--- config.mk ---
export PLATFORM = sky130hd
export DESIGN_NAME = miriscv_lsu
export DESIGN_NICKNAME = d
export VERILOG_FILES = /design/src/rtl/miriscv_lsu.sv
export SDC_FILE = /design/constraint.sdc
export NUM_CORES = 1
export LEC_CHECK = 0
export ABC_CLOCK_PERIOD_IN_PS = 1800
export CORE_MARGIN = 5
export CORE_UTILIZATION = 35
export CTS_CLUSTER_DIAMETER = 30
export DETAILED_ROUTE_END_ITERATION = 8
export PLACE_DENSITY = 0.82
export REMOVE_ABC_BUFFERS = 1
export SYNTH_ARGS = -nofsm -noshare
export SYNTH_HDL_FRONTEND = slang
export SYNTH_SLANG_ARGS = --single-unit
export TNS_END_PERCENT = 10
--- constraint.sdc ---
create_clock -name clk_i -period 1.8 [get_ports clk_i]
set_input_delay 0.27 -clock clk_i [delete_from_list [all_inputs] [get_ports clk_i]]
set_output_delay 0.27 -clock clk_i [all_outputs]
set_load 0.02 [all_outputs]
--- src/rtl/miriscv_lsu.sv ---
// miriscv_lsu: load/store unit driving the core's fixed-latency data-memory port.
// Each aligned request runs IDLE -> ACCESS -> DONE (3 cycles, stall high for 2).
// Optional build macro MIRISCV_LSU_MISALIGN_EN: flags misaligned halfword/word
// requests with a one-cycle lsu_misalign_o pulse instead of issuing them.
module miriscv_lsu #(
  parameter logic [31:0] RESET_DATA = 32'h0000_0000
) (
  input  logic        clk_i,
  input  logic        rst_n_i,
  input  logic        lsu_req_i,
  input  logic        lsu_we_i,
  input  logic [2:0]  lsu_size_i,
  input  logic [31:0] lsu_addr_i,
  input  logic [31:0] lsu_data_i,
  output logic [31:0] lsu_data_o,
  output logic        lsu_stall_req_o,
  output logic        lsu_misalign_o,
  output logic        data_req_o,
  output logic        data_we_o,
  output logic [3:0]  data_be_o,
  output logic [31:0] data_addr_o,
  output logic [31:0] data_wdata_o,
  input  logic [31:0] data_rdata_i
);

  typedef enum logic [1:0] {IDLE, ACCESS, DONE} state_t;

  state_t      state_q, state_d;
  logic [2:0]  size_q;
  logic        we_q;
  logic [1:0]  off_q;
  logic [31:0] data_q;
  logic [1:0]  off;
  logic        is_byte, is_half;
  logic        misaligned;
  logic        issue;
  logic [7:0]  byte_sel;
  logic [15:0] half_sel;
  logic [31:0] load_data;

  assign off     = lsu_addr_i[1:0];
  // Size codes 011/110/111 fall through to word handling.
  assign is_byte = (lsu_size_i[1:0] == 2'b00);
  assign is_half = (lsu_size_i[1:0] == 2'b01);

`ifdef MIRISCV_LSU_MISALIGN_EN
  assign misaligned = (is_half & off[0]) | (~is_byte & ~is_half & (off != 2'b00));
`else
  assign misaligned = 1'b0;
`endif

  assign issue       = (state_q == IDLE) & lsu_req_i & ~misaligned;
  assign data_addr_o = {lsu_addr_i[31:2], 2'b00};
  assign lsu_data_o  = data_q;

  // Next-state logic and all memory/core handshake outputs.
  always_comb begin
    // NOTE: every output gets a default before the case so no path infers a latch.
    state_d         = state_q;
    data_req_o      = 1'b0;
    data_we_o       = 1'b0;
    data_be_o       = 4'b0000;
    data_wdata_o    = 32'h0;
    lsu_stall_req_o = 1'b0;
    lsu_misalign_o  = 1'b0;
    case (state_q)
      IDLE: begin
        if (lsu_req_i && misaligned) begin
          lsu_misalign_o = 1'b1;
        end else if (lsu_req_i) begin
          data_req_o      = 1'b1;
          data_we_o       = lsu_we_i;
          lsu_stall_req_o = 1'b1;
          state_d         = ACCESS;
          if (!lsu_we_i) begin
            data_be_o = 4'b1111;
          end else if (is_byte) begin
            data_be_o    = 4'b0001 << off;
            data_wdata_o = {4{lsu_data_i[7:0]}};
          end else if (is_half) begin
            data_be_o    = off[1] ? 4'b1100 : 4'b0011;
            data_wdata_o = {2{lsu_data_i[15:0]}};
          end else begin
            data_be_o    = 4'b1111;
            data_wdata_o = lsu_data_i;
          end
        end
      end
      // Memory is already committed, so a dropped request is ignored here.
      ACCESS: begin
        lsu_stall_req_o = 1'b1;
        state_d         = DONE;
      end
      // The core advances at this edge; requests are not sampled in DONE.
      DONE:    state_d = IDLE;
      default: state_d = IDLE;
    endcase
  end

  // Lane extraction and sign/zero extension of the returned word.
  always_comb begin
    byte_sel = data_rdata_i[8*off_q +: 8];
    half_sel = off_q[1] ? data_rdata_i[31:16] : data_rdata_i[15:0];
    case (size_q[1:0])
      2'b00:   load_data = {{24{~size_q[2] & byte_sel[7]}}, byte_sel};
      2'b01:   load_data = {{16{~size_q[2] & half_sel[15]}}, half_sel};
      default: load_data = data_rdata_i;
    endcase
  end

  // State register.
  always_ff @(posedge clk_i or negedge rst_n_i) begin
    // NOTE: sequential state uses non-blocking assignments so every flop samples pre-edge values.
    if (!rst_n_i) state_q <= IDLE;
    else          state_q <= state_d;
  end

  // Capture access attributes when a request is issued.
  always_ff @(posedge clk_i or negedge rst_n_i) begin
    if (!rst_n_i) begin
      size_q <= 3'b000;
      we_q   <= 1'b0;
      off_q  <= 2'b00;
    end else if (issue) begin
      size_q <= lsu_size_i;
      we_q   <= lsu_we_i;
      off_q  <= off;
    end
  end

  // Load result register; only load completions update it.
  always_ff @(posedge clk_i or negedge rst_n_i) begin
    if (!rst_n_i)                         data_q <= RESET_DATA;
    else if (state_q == ACCESS && !we_q)  data_q <= load_data;
  end

endmodule

==> flow_summary.json <==
{
  "antenna_found_initial": 0,
  "final_nets": 592,
  "routed_wl_um": 10420,
  "async_flop_share_pct": 100.0,
  "grt_first_pass_wirelength_um": 16030,
  "synth_area_per_cell_um2": 7.908,
  "cp_cell_sequence": "nor2_1 -> nand2_1 -> inv_2 -> nand2_2 -> buf_12 -> a21oi_1 -> buf_4",
  "rsz0062_at_grt": "true",
  "crit_family": "buffers and inverters",
  "ctsLongestPathBuffers": 2,
  "combinationalPowerShare_pct": 54.1,
  "hold_slack_ps": 21.32,
  "synthCells": 356,
  "yosysTopAreaCell": "dfrtp_1",
  "pin_count": 207,
  "htreeDepth": 2,
  "r2r_start": "state_q[1]",
  "r2r_end": "lsu_data_o[13]",
  "required_ps": 1530,
  "final_util_pct": 56.38,
  "synthDistinctLibCells": 31,
  "yosys_warnings": 0,
  "p_seq_share_pct": 31.1,
  "root_buffer": "clkbuf_8",
  "num_antenna_cells": 0,
  "final.fill_count": 716,
  "worst_setup_path_end_kind": "output port",
  "timing.slew.headroom_pct": 66.03,
  "period_minus_slack_ps": 1764,
  "gr-total-overflow": 0,
  "fp.dieArea_um2": 9937,
  "grt_pass1_vias": 3197,
  "reg2reg_slack_ps": 60,
  "clkTransAtPathRegs_ps": 80,
  "cp.arrival_ps": 1490,
  "start_kind": "flip-flop",
  "finalPower_mw": 4.968,
  "fin_skew_ps": 5.404,
  "fp.coreArea_um2": 7767,
  "port_buffers": 143,
  "synth_edf_count": 0,
  "switching_share_pct": 39.42,
  "gp_routability_congestion": 0.8664,
  "fmax_mhz": 567.0,
  "numCtsBuffers": 5,
  "slowest_stage": "dfrtp_1",
  "clkPwrFrac_pct": 14.8,
  "drive_gt1_share_pct": 20.20,
  "vias": 3084,
  "fp.dieH_um": 99.69,
  "ir_drop_v": 0.0003626,
  "powerDensity_nw_per_um2": 1134,
  "first_pass_iters": 4,
  "setup_viol": 0,
  "initial_core_util_pct": 36.24,
  "crit_type": "flip-flop to output port",
  "grt_max_degree": 41,
  "yosysSeqAreaShare_pct": 35.56,
  "finalHoldViolCount": 0,
  "ys.flop_type": "dfrtp_1",
  "final_max_slew_viol_count": 0,
  "grt_usage_pct": 20.44,
  "max_stage_delay_ps": 380,
  "clock_latency_ps": 290,
  "post_drt_wl_per_cell_um": 17.60,
  "post-synth-top-count-cell": "nand2_1",
  "drc": 0,
  "postRouteAntennaNets": 0,
  "status": "finished, final reports clean",
  "synth.top_cell.area_share_pct": 35.56,
  "synthTopCellsByCount": "nand2_1, dfrtp_1, buf_4",
  "worst-path-max-fanout": 26,
  "path_depth": 7,
  "synth_area_leaders": "dfrtp_1, mux2i_1, buf_4",
  "netlist_area_um2": 2815,
  "area_growth_pct": 55.56,
  "drtIter0Drc": 102,
  "p_leak_nw": 2.073,
  "cts_tree": "done",
  "maxCapViolations": 0,
  "via_per_inst": 5.209,
  "worst_pin_slew_ps": 509.6,
  "critPathLaunch": "state_q[1]",
  "dp_hpwl_um": 8172,
  "die_x_um": 99.69,
  "p_sw_mw": 1.958,
  "hp-class": "input pin to asynchronous set/reset pin",
  "ys_seq_elements": 40,
  "fin_crit_sh_pct": 97.99,
  "rows": 32,
  "p_int_mw": 3.010,
  "cts.sinks": 40,
  "worst_r2r_path_depth": 6,
  "crit_buf_inv": 3
}
==> repair_timing <==
action                     in CTS  in global routing
resized for setup             134                 49
setup endpoints to repair      39                 45
hold buffers                    0                  0
pin swaps                       0                  2
buffers inserted                0                  0
gates cloned                    0                  1
==> power by group through the flow <==
stage / clock, mW / sequential, mW / combinational [mW]
2_1_floorplan: 0 / 2.02 / 0.783
3_3_place_gp: 0 / 1.55 / 2.67
3_5_place_dp: 0 / 1.56 / 2.72
4_1_cts: 0.756 / 1.55 / 2.70
5_1_grt: 0.798 / 1.60 / 2.89
6_report: 0.736 / 1.55 / 2.69
==> state kept, by name, summed over array words and instances, names as in the netlist <==
register    flops
lsu_data_o     32
off_q           2
state_q         2
we_q            1
size_q          3
==> layer usage <==
layer	vias to the layer above	GRT usage, %	part of all wire [%]
met5	-	2.051	0
met4	0	4.307	1.5
met3	15	11.78	15
met2	201	33.76	45
met1	1411	22.76	38
li1	1457	-	-
==> per-stage QoR <==
stage	worst slack, ps	area (um^2)	TNS (ps)	cells
6_report	36.23	4379	0	592
5_1_grt	-63.87	4379	-1035	592
4_1_cts	-109.8	4374	-378.9	591
3_5_place_dp	-456.8	4367	-14300	583
3_3_place_gp	-460.4	4367	-13640	583
2_1_floorplan	-438.9	2465	-9807	300
==> logic make-up (layout without fill, tap and decap cells) <==
group,Yosys count,in the layout,synth area share (%)
simple gates,149,149,25.38
flops,40,40,35.56
mux,32,32,11.56
compound gates,70,70,13.87
other cells,1,3,0.1332
buf+inv,64,196,13.51
==> worst max path at each step <==
stage          slack (ps)          endpoint
2_1_floorplan        -440  data_wdata_o[10]
3_3_place_gp         -460   data_wdata_o[9]
3_5_place_dp         -460  data_wdata_o[14]
4_1_cts              -110  data_wdata_o[26]
5_1_grt               -60  data_wdata_o[15]
6_report               40  data_wdata_o[14]
==> layout make-up <==
| cell class | instances | area, um^2 | area share (%) |
|---|---|---|---|
| multi-input cells | 254 | 1456 | 33.26 |
| flip-flops and latches | 40 | 1001 | 22.86 |
| well taps | 102 | 127.6 | 2.914 |
| repair buffers | 182 | 1660 | 37.91 |
| clock inverters | 3 | 42.54 | 0.9714 |
| clock buffers | 5 | 68.82 | 1.571 |
| inverters | 6 | 22.52 | 0.5143 |
==> placed cells by master (no fill, tap or decap), types with 2 or more instances in the layout <==
master and n:
nor2_1 29, nand2b_1 9, and3_1 8, nand2_1 48, buf_12 5, or3_1 8
conb_1 3, a21oi_1 27, dlygate4sd2_1 4, inv_1 5, clkbuf_2 3, o21ai_1 6
buf_6 3, o21bai_1 2, a2bb2o_1 4, mux2i_1 28, clkbuf_8 5, o21ai_0 22
nor2b_1 5, buf_4 54, mux2_2 4, o22ai_1 3, nand3_1 32, buf_2 12
clkdlybuf4s50_1 101, dfrtp_1 40, nor3_1 3, a21oi_2 2, nor2_2 2
Power figures use the tool's default switching activity.
